### src/rtl/sb_forward_if.sv
// ---------------------------------------------------------------------------
// sb_forward_if
// Bus bundle for the store buffer: the store allocation channel (push), the
// drain channel toward the cache write port (pop) and the load forwarding
// lookup (query/fwd). Signal suffixes are relative to the store buffer.
//
// Handshake rule shared by push and pop channels: a transfer happens on a
// rising clock edge where valid and ready are both 1. The source keeps its
// payload stable while valid=1 and ready=0; ready never waits on valid.
//
// Modports:
//   slave  - the store buffer (sb_forward)
//   master - the pipeline / cache side driving pushes and accepting pops
// ---------------------------------------------------------------------------
interface sb_forward_if #(
  parameter int ADDR_WIDTH = 32,
  parameter int DATA_WIDTH = 32
);
  localparam int STRB_W = DATA_WIDTH / 8;

  // store allocation channel
  logic                  push_valid_i;
  logic                  push_ready_o;
  logic [ADDR_WIDTH-1:0] push_addr_i;
  logic [DATA_WIDTH-1:0] push_data_i;
  logic [STRB_W-1:0]     push_strb_i;

  // drain channel
  logic                  pop_valid_o;
  logic                  pop_ready_i;
  logic [ADDR_WIDTH-1:0] pop_addr_o;
  logic [DATA_WIDTH-1:0] pop_data_o;
  logic [STRB_W-1:0]     pop_strb_o;

  // load forwarding lookup
  logic [ADDR_WIDTH-1:0] query_addr_i;
  logic [DATA_WIDTH-1:0] fwd_data_o;
  logic [STRB_W-1:0]     fwd_strb_o;

  modport slave (
    input  push_valid_i, push_addr_i, push_data_i, push_strb_i,
    output push_ready_o,
    output pop_valid_o, pop_addr_o, pop_data_o, pop_strb_o,
    input  pop_ready_i,
    input  query_addr_i,
    output fwd_data_o, fwd_strb_o
  );

  modport master (
    output push_valid_i, push_addr_i, push_data_i, push_strb_i,
    input  push_ready_o,
    input  pop_valid_o, pop_addr_o, pop_data_o, pop_strb_o,
    output pop_ready_i,
    output query_addr_i,
    input  fwd_data_o, fwd_strb_o
  );
endinterface

### src/rtl/sb_forward.sv
// ---------------------------------------------------------------------------
// sb_forward
// Store buffer with store-to-load forwarding. Stores are allocated in program
// order, later marked committed by the commit stage, and drained oldest-first
// to the cache. Loads look up the buffer combinationally and receive, per
// byte, the data of the youngest matching store.
//
// Ports:
//   clk, rst_n        - clock, asynchronous active-low reset
//   flush_i           - drop every uncommitted entry
//   commit_i          - commit the oldest uncommitted entry
//   bus (slave)       - push / pop / query-forward channels (sb_forward_if)
//   full_o, empty_o   - occupancy flags
//   cnt_o             - number of valid entries (0..SB_SIZE)
//
// Storage is a circular FIFO with three pointers:
//   head  - oldest entry (next to drain)
//   cptr  - oldest uncommitted entry (one past the youngest committed)
//   tail  - next free slot
// Committed entries always form a contiguous run starting at head.
// ---------------------------------------------------------------------------
module sb_forward #(
  parameter int SB_SIZE    = 4,
  parameter int ADDR_WIDTH = 32,
  parameter int DATA_WIDTH = 32
) (
  input  logic                     clk,
  input  logic                     rst_n,
  input  logic                     flush_i,
  input  logic                     commit_i,
  sb_forward_if.slave              bus,
  output logic                     full_o,
  output logic                     empty_o,
  output logic [$clog2(SB_SIZE):0] cnt_o
);
  localparam int STRB_W = DATA_WIDTH / 8;
  localparam int OFF_W  = $clog2(STRB_W);
  localparam int PTR_W  = $clog2(SB_SIZE);
  localparam int CNT_W  = PTR_W + 1;

  localparam logic [PTR_W-1:0] PTR_ONE = PTR_W'(1);
  localparam logic [CNT_W-1:0] CNT_ONE = CNT_W'(1);
  localparam logic [CNT_W-1:0] CNT_MAX = CNT_W'(SB_SIZE);

  // entry payload (not reset; validity comes from the pointers/count)
  logic [ADDR_WIDTH-1:0] addr_q [SB_SIZE];
  logic [DATA_WIDTH-1:0] data_q [SB_SIZE];
  logic [STRB_W-1:0]     strb_q [SB_SIZE];

  // control state
  logic [SB_SIZE-1:0] cflag_q, cflag_d;   // per-entry committed flag
  logic [PTR_W-1:0]   head_q, head_d;
  logic [PTR_W-1:0]   cptr_q, cptr_d;
  logic [PTR_W-1:0]   tail_q, tail_d;
  logic [CNT_W-1:0]   cnt_q, cnt_d;       // valid entries
  logic [CNT_W-1:0]   ccnt_q, ccnt_d;     // committed entries

  logic pop_valid;
  logic do_push, do_pop, do_commit;

  // -------------------------------------------------------------------------
  // Status and handshake decode, all from registered state
  // -------------------------------------------------------------------------
  assign full_o  = (cnt_q == CNT_MAX);
  assign empty_o = (cnt_q == '0);
  assign cnt_o   = cnt_q;

  assign bus.push_ready_o = !full_o;
  assign pop_valid        = !empty_o && cflag_q[head_q];
  assign bus.pop_valid_o  = pop_valid;

  // Pop outputs read zero while the buffer is empty so stale payload never
  // leaks onto the cache port.
  assign bus.pop_addr_o = empty_o ? '0 : addr_q[head_q];
  assign bus.pop_data_o = empty_o ? '0 : data_q[head_q];
  assign bus.pop_strb_o = empty_o ? '0 : strb_q[head_q];

  assign do_pop    = pop_valid && bus.pop_ready_i;
  // Only an entry that was uncommitted at the start of the cycle can commit;
  // this keeps a same-cycle push out of reach of commit_i.
  assign do_commit = commit_i && (cnt_q != ccnt_q);
  assign do_push   = bus.push_valid_i && !full_o && !flush_i;

  // -------------------------------------------------------------------------
  // Next-state: pop, then commit, then either flush or push
  // -------------------------------------------------------------------------
  always_comb begin
    head_d  = head_q;
    cptr_d  = cptr_q;
    tail_d  = tail_q;
    cnt_d   = cnt_q;
    ccnt_d  = ccnt_q;
    cflag_d = cflag_q;

    if (do_pop) begin
      cflag_d[head_q] = 1'b0;
      head_d          = head_q + PTR_ONE;
      ccnt_d          = ccnt_d - CNT_ONE;
    end

    if (do_commit) begin
      cflag_d[cptr_q] = 1'b1;
      cptr_d          = cptr_q + PTR_ONE;
      ccnt_d          = ccnt_d + CNT_ONE;
    end

    if (flush_i) begin
      // Only the committed run survives, so occupancy collapses to it.
      tail_d = cptr_d;
      cnt_d  = ccnt_d;
    end else begin
      if (do_pop) begin
        cnt_d = cnt_d - CNT_ONE;
      end
      if (do_push) begin
        tail_d = tail_q + PTR_ONE;
        cnt_d  = cnt_d + CNT_ONE;
      end
    end
  end

  always_ff @(posedge clk or negedge rst_n) begin
    if (!rst_n) begin
      head_q  <= '0;
      cptr_q  <= '0;
      tail_q  <= '0;
      cnt_q   <= '0;
      ccnt_q  <= '0;
      cflag_q <= '0;
    end else begin
      head_q  <= head_d;
      cptr_q  <= cptr_d;
      tail_q  <= tail_d;
      cnt_q   <= cnt_d;
      ccnt_q  <= ccnt_d;
      cflag_q <= cflag_d;
    end
  end

  always_ff @(posedge clk) begin
    if (do_push) begin
      addr_q[tail_q] <= bus.push_addr_i;
      data_q[tail_q] <= bus.push_data_i;
      strb_q[tail_q] <= bus.push_strb_i;
    end
  end

  // -------------------------------------------------------------------------
  // Forwarding: walk entries oldest to youngest so a younger match overwrites
  // an older one byte by byte. Uses start-of-cycle state only.
  // -------------------------------------------------------------------------
  logic [PTR_W-1:0]      fwd_idx;
  logic [DATA_WIDTH-1:0] fwd_data;
  logic [STRB_W-1:0]     fwd_strb;

  always_comb begin
    fwd_idx  = '0;
    fwd_data = '0;
    fwd_strb = '0;
    for (int k = 0; k < SB_SIZE; k++) begin
      fwd_idx = head_q + PTR_W'(k);
      if ((CNT_W'(k) < cnt_q) &&
          (addr_q[fwd_idx][ADDR_WIDTH-1:OFF_W] == bus.query_addr_i[ADDR_WIDTH-1:OFF_W])) begin
        for (int b = 0; b < STRB_W; b++) begin
          if (strb_q[fwd_idx][b]) begin
            fwd_data[8*b +: 8] = data_q[fwd_idx][8*b +: 8];
            fwd_strb[b]        = 1'b1;
          end
        end
      end
    end
  end

  assign bus.fwd_data_o = fwd_data;
  assign bus.fwd_strb_o = fwd_strb;

endmodule
### src/flat_wrapper.sv
// flat-port wrapper written by rule: the top's interface ports become plain ports
module sb_forward_flat 
#(
  parameter int SB_SIZE    = 4,
  parameter int ADDR_WIDTH = 32,
  parameter int DATA_WIDTH = 32
)
  (clk, rst_n, flush_i, commit_i, full_o, empty_o, cnt_o, bus_push_valid_i, bus_push_addr_i, bus_push_data_i, bus_push_strb_i, bus_push_ready_o, bus_pop_valid_o, bus_pop_addr_o, bus_pop_data_o, bus_pop_strb_o, bus_pop_ready_i, bus_query_addr_i, bus_fwd_data_o, bus_fwd_strb_o);
  sb_forward_if #(.ADDR_WIDTH(ADDR_WIDTH), .DATA_WIDTH(DATA_WIDTH)) bus_i ();
  input  logic clk;
  input  logic rst_n;
  input  logic flush_i;
  input  logic commit_i;
  output logic full_o;
  output logic empty_o;
  output logic [$clog2(SB_SIZE):0] cnt_o;
  input wire logic [$bits(bus_i.push_valid_i)-1:0] bus_push_valid_i;
  input wire logic [$bits(bus_i.push_addr_i)-1:0] bus_push_addr_i;
  input wire logic [$bits(bus_i.push_data_i)-1:0] bus_push_data_i;
  input wire logic [$bits(bus_i.push_strb_i)-1:0] bus_push_strb_i;
  output wire logic [$bits(bus_i.push_ready_o)-1:0] bus_push_ready_o;
  output wire logic [$bits(bus_i.pop_valid_o)-1:0] bus_pop_valid_o;
  output wire logic [$bits(bus_i.pop_addr_o)-1:0] bus_pop_addr_o;
  output wire logic [$bits(bus_i.pop_data_o)-1:0] bus_pop_data_o;
  output wire logic [$bits(bus_i.pop_strb_o)-1:0] bus_pop_strb_o;
  input wire logic [$bits(bus_i.pop_ready_i)-1:0] bus_pop_ready_i;
  input wire logic [$bits(bus_i.query_addr_i)-1:0] bus_query_addr_i;
  output wire logic [$bits(bus_i.fwd_data_o)-1:0] bus_fwd_data_o;
  output wire logic [$bits(bus_i.fwd_strb_o)-1:0] bus_fwd_strb_o;
  assign bus_i.push_valid_i = bus_push_valid_i;
  assign bus_i.push_addr_i = bus_push_addr_i;
  assign bus_i.push_data_i = bus_push_data_i;
  assign bus_i.push_strb_i = bus_push_strb_i;
  assign bus_push_ready_o = bus_i.push_ready_o;
  assign bus_pop_valid_o = bus_i.pop_valid_o;
  assign bus_pop_addr_o = bus_i.pop_addr_o;
  assign bus_pop_data_o = bus_i.pop_data_o;
  assign bus_pop_strb_o = bus_i.pop_strb_o;
  assign bus_i.pop_ready_i = bus_pop_ready_i;
  assign bus_i.query_addr_i = bus_query_addr_i;
  assign bus_fwd_data_o = bus_i.fwd_data_o;
  assign bus_fwd_strb_o = bus_i.fwd_strb_o;
  sb_forward #(.SB_SIZE(SB_SIZE), .ADDR_WIDTH(ADDR_WIDTH), .DATA_WIDTH(DATA_WIDTH)) u_core (.clk(clk), .rst_n(rst_n), .flush_i(flush_i), .commit_i(commit_i), .bus(bus_i), .full_o(full_o), .empty_o(empty_o), .cnt_o(cnt_o));
endmodule
### config.mk
export PLATFORM = sky130hd
export DESIGN_NAME = sb_forward_flat
export DESIGN_NICKNAME = d
export VERILOG_FILES = /design/src/rtl/sb_forward_if.sv /design/src/rtl/sb_forward.sv /design/src/flat_wrapper.sv
export SDC_FILE = /design/constraint.sdc
export NUM_CORES = 1
export LEC_CHECK = 0
export ABC_AREA = 0
export BUFFER_PORTS_ARGS = -buffer_cell sky130_fd_sc_hd__buf_2
export CAP_MARGIN = 10
export CORE_UTILIZATION = 43
export CTS_BUF_LIST = sky130_fd_sc_hd__clkbuf_4 sky130_fd_sc_hd__clkbuf_8
export DETAILED_ROUTE_END_ITERATION = 16
export GPL_ROUTABILITY_DRIVEN = 0
export PLACE_DENSITY = 0.64
export SLEW_MARGIN = 20
export SYNTH_ARGS = -nofsm -noshare
export SYNTH_HDL_FRONTEND = slang
export SYNTH_SLANG_ARGS = --single-unit
### constraint.sdc
create_clock -name clk -period 7.3 [get_ports clk]
set_clock_uncertainty 0.1 [all_clocks]
set_input_delay 0.73 -clock clk [delete_from_list [all_inputs] [get_ports clk]]
set_output_delay 0.73 -clock clk [all_outputs]
set_load 0.03 [all_outputs]
==> results of run 1 <==
-- metrics by stage --
| step | total power (W) | worst slack (ps) | cells | instance area [um2] | hold WS (ps) |
|---|---|---|---|---|---|
| 2_1_floorplan | 0.006933 | 1041 | 1383 | 20040 | 334.4 |
| 3_3_place_gp | 0.008102 | 1348 | 2093 | 21390 | 381.5 |
| 3_5_place_dp | 0.008142 | 1374 | 2093 | 21390 | 382.8 |
| 4_1_cts | 0.009717 | 626.6 | 2194 | 22470 | 138.5 |
| 5_1_grt | 0.01018 | 321.7 | 2198 | 22490 | 165.6 |
| 6_report | 0.009681 | 607.9 | 2199 | 22490 | 181.4 |
-- cell families after synthesis --
| family | Yosys count | synth area share, % |
|---|---|---|
| adders and majority gates | 18 | 1.124 |
| xor gates and xnor gates | 122 | 5.331 |
| DFF | 288 | 42.75 |
| buffers and inverters | 148 | 4.008 |
| muxes | 325 | 30.06 |
| AOI/OAI and AO/OA | 177 | 7.853 |
| and+or+nand+nor | 305 | 8.877 |
-- power by group --
part / internal (W) / total (W) / switching (W)
Sequential: 0.00204 / 0.00225 / 0.000212
Clock: 0.000834 / 0.00155 / 0.000717
Combinational: 0.00262 / 0.00588 / 0.00326
Total: 0.00549 / 0.00968 / 0.00419
-- routing by layer --
metal	vias up	share of wire, %	global-route usage, %
met3	99	8.2	5.105
met5	-	0.060	0
met2	680	48	38.71
li1	6080	-	-
met1	7372	41	32.84
met4	6	3.0	9.394
-- final timing paths --
| check | cells after the start | endpoint | slack [ps] | startpoint |
|---|---|---|---|---|
| max | 11 | bus_fwd_data_o[3] | 610 | u_core.head_q[1] |
| min | 1 | u_core.data_q[1][8] | 180 | bus_push_data_i[8] |
| max reg2reg | 7 | u_core.cnt_o[1] | 3490 | u_core.head_q[0] |
| min reg2reg | 1 | u_core.cflag_q[3] | 420 | u_core.cflag_q[3] |
| max in group asynchronous | 2 | u_core.head_q[1] | 6370 | rst_n |
| min in group asynchronous | 2 | u_core.cflag_q[3] | 420 | rst_n |
-- what timing repair did --
item                                   in CTS  in global routing
setup buffers                               0                  0
hold buffers                                1                  0
endpoints found under the hold margin      16                  0
-- worst max-delay path, delay by kind of cell, from the launching register on --
kind,cells,cell delay [ps]
simple gates,3,1540
compound gates,2,910
buf+inv,3,790
fa+ha+maj,1,720
flops,1,640
mux,1,350
xor+xnor,1,210
-- state kept, by name, summed over array words and instances, names as in the netlist --
| register | count |
|---|---|
| u_core.addr_q | 128 |
| u_core.ccnt_q | 3 |
| u_core.cflag_q | 4 |
| u_core.cnt_o | 3 |
| u_core.cptr_q | 2 |
| u_core.data_q | 128 |
| u_core.head_q | 2 |
| u_core.strb_q | 16 |
| u_core.tail_q | 2 |
-- area by class of cell --
cell class / instances / area (um2) / share of cell area, %
diodes: 5 / 12.51 / 0.05562
flip-flops and latches: 288 / 8576 / 38.12
well taps: 600 / 750.7 / 3.337
clock buffers: 73 / 892.1 / 3.966
multi-input cells: 947 / 10720 / 47.64
inverters: 17 / 63.81 / 0.2837
repair buffers: 242 / 1309 / 5.818
clock inverters: 27 / 175.2 / 0.7787
-- Yosys cell counts, drive strengths merged, types with 3 or more instances --
cell type and number:
ha 18, o221ai 10, a221oi 6, nand2 47, edfxtp 272, buf 79, nand4 21, mux4 220
o22ai 6, nor4 42, nor3 7, clkbuf 52, a21oi 15, nor4b 4, o2bb2ai 5, and4 5
dfrtp 16, and3 9, mux2i 93, nor2 50, xor2 36, a22oi 4, nand2b 5, inv 17
a2111oi 6, a31oi 4, o2111ai 34, mux2 12, a22o 5, and2 63, o21a 6, xnor2 86
o21ai 24, nand3 38, or3 3, a311oi 33, nand4b 4
==> flow_metrics.tcl, run 1 <==
set metrics [dict create \
    outcome "complete, no violations" \
    fp.dieArea_mm2 0.04748 \
    numPortBuffers 214 \
    pin_count 217 \
    tritoncts "done" \
    vias 14240 \
    clock_latency_ps 640 \
    setup_tns_ps 0 \
    avgViaCountPerCell 6.474 \
    synth.cell_area_mm2 0.02004 \
    path_max_fanout 37 \
    finalHoldViolCount 0 \
    critical_path_class "reg2out" \
    drtIter0Drc 1264 \
    firstDrtPassIters 5 \
    final_common_cell "edfxtp_1" \
    grt.overflow.total 0 \
    coreArea_mm2 0.04567 \
    cts_htree_levels 2 \
    grt_first_pass_wirelength_um 86750 \
    wl_um 58570 \
    power-per-cell-area_mw_per_mm2 430.4 \
    synth.net_count 1507 \
    max_freq_ghz 0.1494 \
    p_leak_nw 7.676 \
    setup_viol_count_final 0 \
    grt_usage_pct 24.39 \
    synth_edf_count 272 \
    cp_slowest_cell "ha_4" \
    post-route-period-util_pct 91.67 \
    fillers 4009 \
    grt_pass1_vias 14090 \
    syn_inst 1383 \
    syn_avg_cell_area_um2 14.49 \
    die_h_um 217.9 \
    period_needed_ps 6692 \
    slew_headroom_pct 26.03 \
    clock-root-buffer "clkbuf_8" \
    ys_warn_count 0 \
    synthFlopType "edfxtp_1" \
    max-vdd-ir-drop_mv 0.4719 \
    placementRows 78 \
    synthArstFlopShare_pct 5.556 \
    layout.nets 1673 \
    cp_slowest_stage_delay_ps 720 \
    cap_violations 0 \
    detail-route-antenna-nets 0 \
    cp_cell_sequence "inv_1 -> ha_4 -> buf_4 -> mux4_2 -> xnor2_1 -> nand4_1 -> nor4_4 -> nand4_1 -> o21a_1 -> a311oi_2 -> buf_2" \
    cts_repair_resize_count 0 \
    synth.distinct_cells 70 \
    crit_arrival_ps 5860 \
    grt_start_max_net_pins 147 \
    wl_per_cell_um 26.63 \
    synth_top_cell_area_share_pct 40.75 \
    clk_path_buf_depth 3 \
    required_ps 6470 \
    cts_buffers 53 \
    setup.worst_path.start_class "flop" \
    rsz0062_at_grt "false" \
    drive_gt1_share_pct 38.71 \
    final_core_util_pct 49.25 \
    dp_hpwl_um 39490 \
    start_util_pct 43.88 \
    antenna_found_initial 8 \
    syn_to_final_growth_pct 12.23 \
    critPathMostFrequentCell "nand4_1" \
    hp-class "in2reg" \
    slew_violations 0 \
    yosysTopAreaCell "edfxtp_1" \
    synth_top_cells_by_area "edfxtp_1, mux4_2, mux2i_1" \
    cts.sinks 288 \
    yosysSeqAreaShare_pct 42.75 \
    dieWidth_um 217.9 \
    cp-end-kind "output port" \
    worst_pin_slew_ps 1107 \
    ys_ff_latch 288 \
    cts.clk_slew.worst_paths_ps 60 \
    final_cell_mix "edfxtp_1, mux4_2, buf_2" \
    drc 0 \
]
Note: power is estimated with default switching activity, not from simulation.
==> inputs of run 2 (changes only) <==
--- a/config.mk
+++ b/config.mk
@@ -8,8 +8,9 @@
 export ABC_AREA = 0
 export BUFFER_PORTS_ARGS = -buffer_cell sky130_fd_sc_hd__buf_2
 export CAP_MARGIN = 10
+export CORE_ASPECT_RATIO = 0.9
 export CORE_UTILIZATION = 43
-export CTS_BUF_LIST = sky130_fd_sc_hd__clkbuf_4 sky130_fd_sc_hd__clkbuf_8
+export CTS_BUF_LIST = sky130_fd_sc_hd__clkbuf_8
 export DETAILED_ROUTE_END_ITERATION = 16
 export GPL_ROUTABILITY_DRIVEN = 0
 export PLACE_DENSITY = 0.64
==> flow_metrics.tcl, run 2 (synthesis gave the netlist of run 1 again) <==
set metrics [dict create \
    outcome "complete, no violations" \
    antenna_found_initial 15 \
    fp.dieArea_mm2 0.04748 \
    cts.clk_slew.worst_paths_ps 60 \
    gr-usage-met1_pct 34.04 \
    hp-class "in2reg" \
    grt_usage_pct 24.63 \
    whs_ps 198.4 \
    placementRows 74 \
    cts.sinks 288 \
    dp_hpwl_um 39640 \
    numPortBuffers 214 \
    wl_per_cell_um 26.78 \
    detail-route-antenna-nets 0 \
    post_cts_buffers 0 \
    setup_viol_count_final 0 \
    clock-root-buffer "clkbuf_8" \
    drive_gt1_share_pct 38.07 \
    cap_violations 0 \
    grt_busiest_layer "met2" \
    avgViaCountPerCell 6.514 \
    p_sw_share_pct 43.30 \
    layout.nets 1675 \
    drc 0 \
    rsz0062_at_grt "false" \
    pwr-share-seq_pct 22.8 \
    max-vdd-ir-drop_mv 0.3570 \
    vias 14390 \
    die_h_um 206.8 \
    rrSetupSlack_ps 3570 \
    gr-usage-met3_pct 5.797 \
    slew_violations 0 \
    period_needed_ps 6207 \
    cts_buffers 52 \
    final_cell_mix "edfxtp_1, mux4_2, buf_2" \
    cts_repair_resize_count 0 \
    clockPowerShare_pct 15.9 \
    wl_um 59160 \
    final_core_util_pct 49.36 \
    pwr-share-comb_pct 61.3 \
    syn_to_final_growth_pct 12.40 \
    start_util_pct 43.91 \
    critical_path_buf_inv_count 3 \
    drtIter0Drc 1591 \
    grt.overflow.total 0 \
    grt_first_pass_wirelength_um 87680 \
    crit_start "u_core.head_q[1]" \
    post-route-period-util_pct 85.02 \
    final_common_cell "edfxtp_1" \
    clk_path_buf_depth 3 \
    crit_family "buffers and inverters" \
    cts_htree_levels 2 \
    post-place-cells 2104 \
    max_freq_ghz 0.1611 \
    grt_start_max_net_pins 127 \
    critical_path_class "reg2out" \
    met2_usage_pct 37.72 \
    cp_cell_sequence "buf_4 -> buf_12 -> mux2i_1 -> o22ai_1 -> nor3_1 -> o2bb2ai_1 -> nor3b_1 -> o2111ai_1 -> a311oi_2 -> buf_2" \
    path_max_fanout 126 \
    firstDrtPassIters 5 \
    min-delay-start "bus_push_data_i[14]" \
    slew_headroom_pct 23.23 \
    required_ps 6470 \
    coreArea_mm2 0.04565 \
    pin_count 217 \
    finalHoldViolCount 0 \
    p_switching_w 0.004209 \
    setup_tns_ps 0 \
    cp-end-kind "output port" \
    dieWidth_um 229.6 \
    tritoncts "done" \
    grt_pass1_vias 13950 \
    worst_pin_slew_ps 1149 \
    stdcell_count 2209 \
    crit_arrival_ps 5380 \
    setup.worst_path.start_class "flop" \
    internal_power_w 0.005511 \
    p_leak_nw 7.705 \
    cp_slowest_cell "nor3b_1" \
    cp_slowest_stage_delay_ps 1010 \
    power-per-cell-area_mw_per_mm2 431.4 \
    reg_top3 "u_core.addr_q: 128 flops, u_core.data_q: 128 flops, u_core.strb_q: 16 flops" \
    r2r_start "u_core.head_q[1]" \
    cts_hold_buffers 1 \
    clock_latency_ps 650 \
]
## run 2: cell types whose count changed in the layout (fill, tap and decap cells not counted), moves of 2 or more
cell	delta
buf_4	+2
bufinv_16	+3
clkbuf_4	-18
clkinv_1	-4
clkinv_8	-2
clkinvlp_4	+3
diode_2	+4
inv_1	+13
## run 2: worst paths after layout
path	to	cells past startpoint
max in group asynchronous	u_core.head_q[1]	2
min	u_core.data_q[0][14]	1
min in group asynchronous	u_core.cnt_o[2]	2
min reg2reg	u_core.cflag_q[1]	1
max reg2reg	u_core.cnt_o[1]	8
max	bus_fwd_data_o[29]	10
## run 2: routing by layer
metal,vias up,wire (um)
li1,6093,-
met1,7393,24370
met2,758,27190
met3,131,5403
met4,14,2105
met5,-,93
## run 2: worst reg2reg max path, cell delays in order (launching register included)
cell and delay, ps:
dfrtp_4 400, buf_4 510, buf_12 650, mux4_2 460, and3_1 390, xnor2_1 330
ha_1 280, mux2_2 280, mux2_2 260
## run 2: cell type report
class	instances	area [um2]
clock buffers	55	757.0
fillers	3914	23120
diodes	9	22.52
flip-flops and latches	288	8576
multi-input cells	947	10720
well taps	608	760.7
repair buffers	245	1344
inverters	17	63.81
clock inverters	40	285.3
## run 2: through the flow
| stage | setup slack, ps | total power, W | cell area (um2) |
|---|---|---|---|
| 3_5_place_dp | 1700 | 0.008177 | 21440 |
| 6_report | 1093 | 0.009720 | 22530 |
| 3_3_place_gp | 1739 | 0.008123 | 21440 |
| 5_1_grt | 848.9 | 0.01024 | 22520 |
| 2_1_floorplan | 1041 | 0.006933 | 20040 |
| 4_1_cts | 1023 | 0.009755 | 22500 |
## run 2: power by group through the flow
stage	clock [W]	combinational (W)	sequential, W
after floorplan	0	0.00474	0.00219
after global placement	0	0.00589	0.00223
after detailed placement	0	0.00593	0.00224
after CTS	0.00158	0.00597	0.00221
after global routing	0.00164	0.00636	0.00224
final	0.00155	0.00596	0.00222
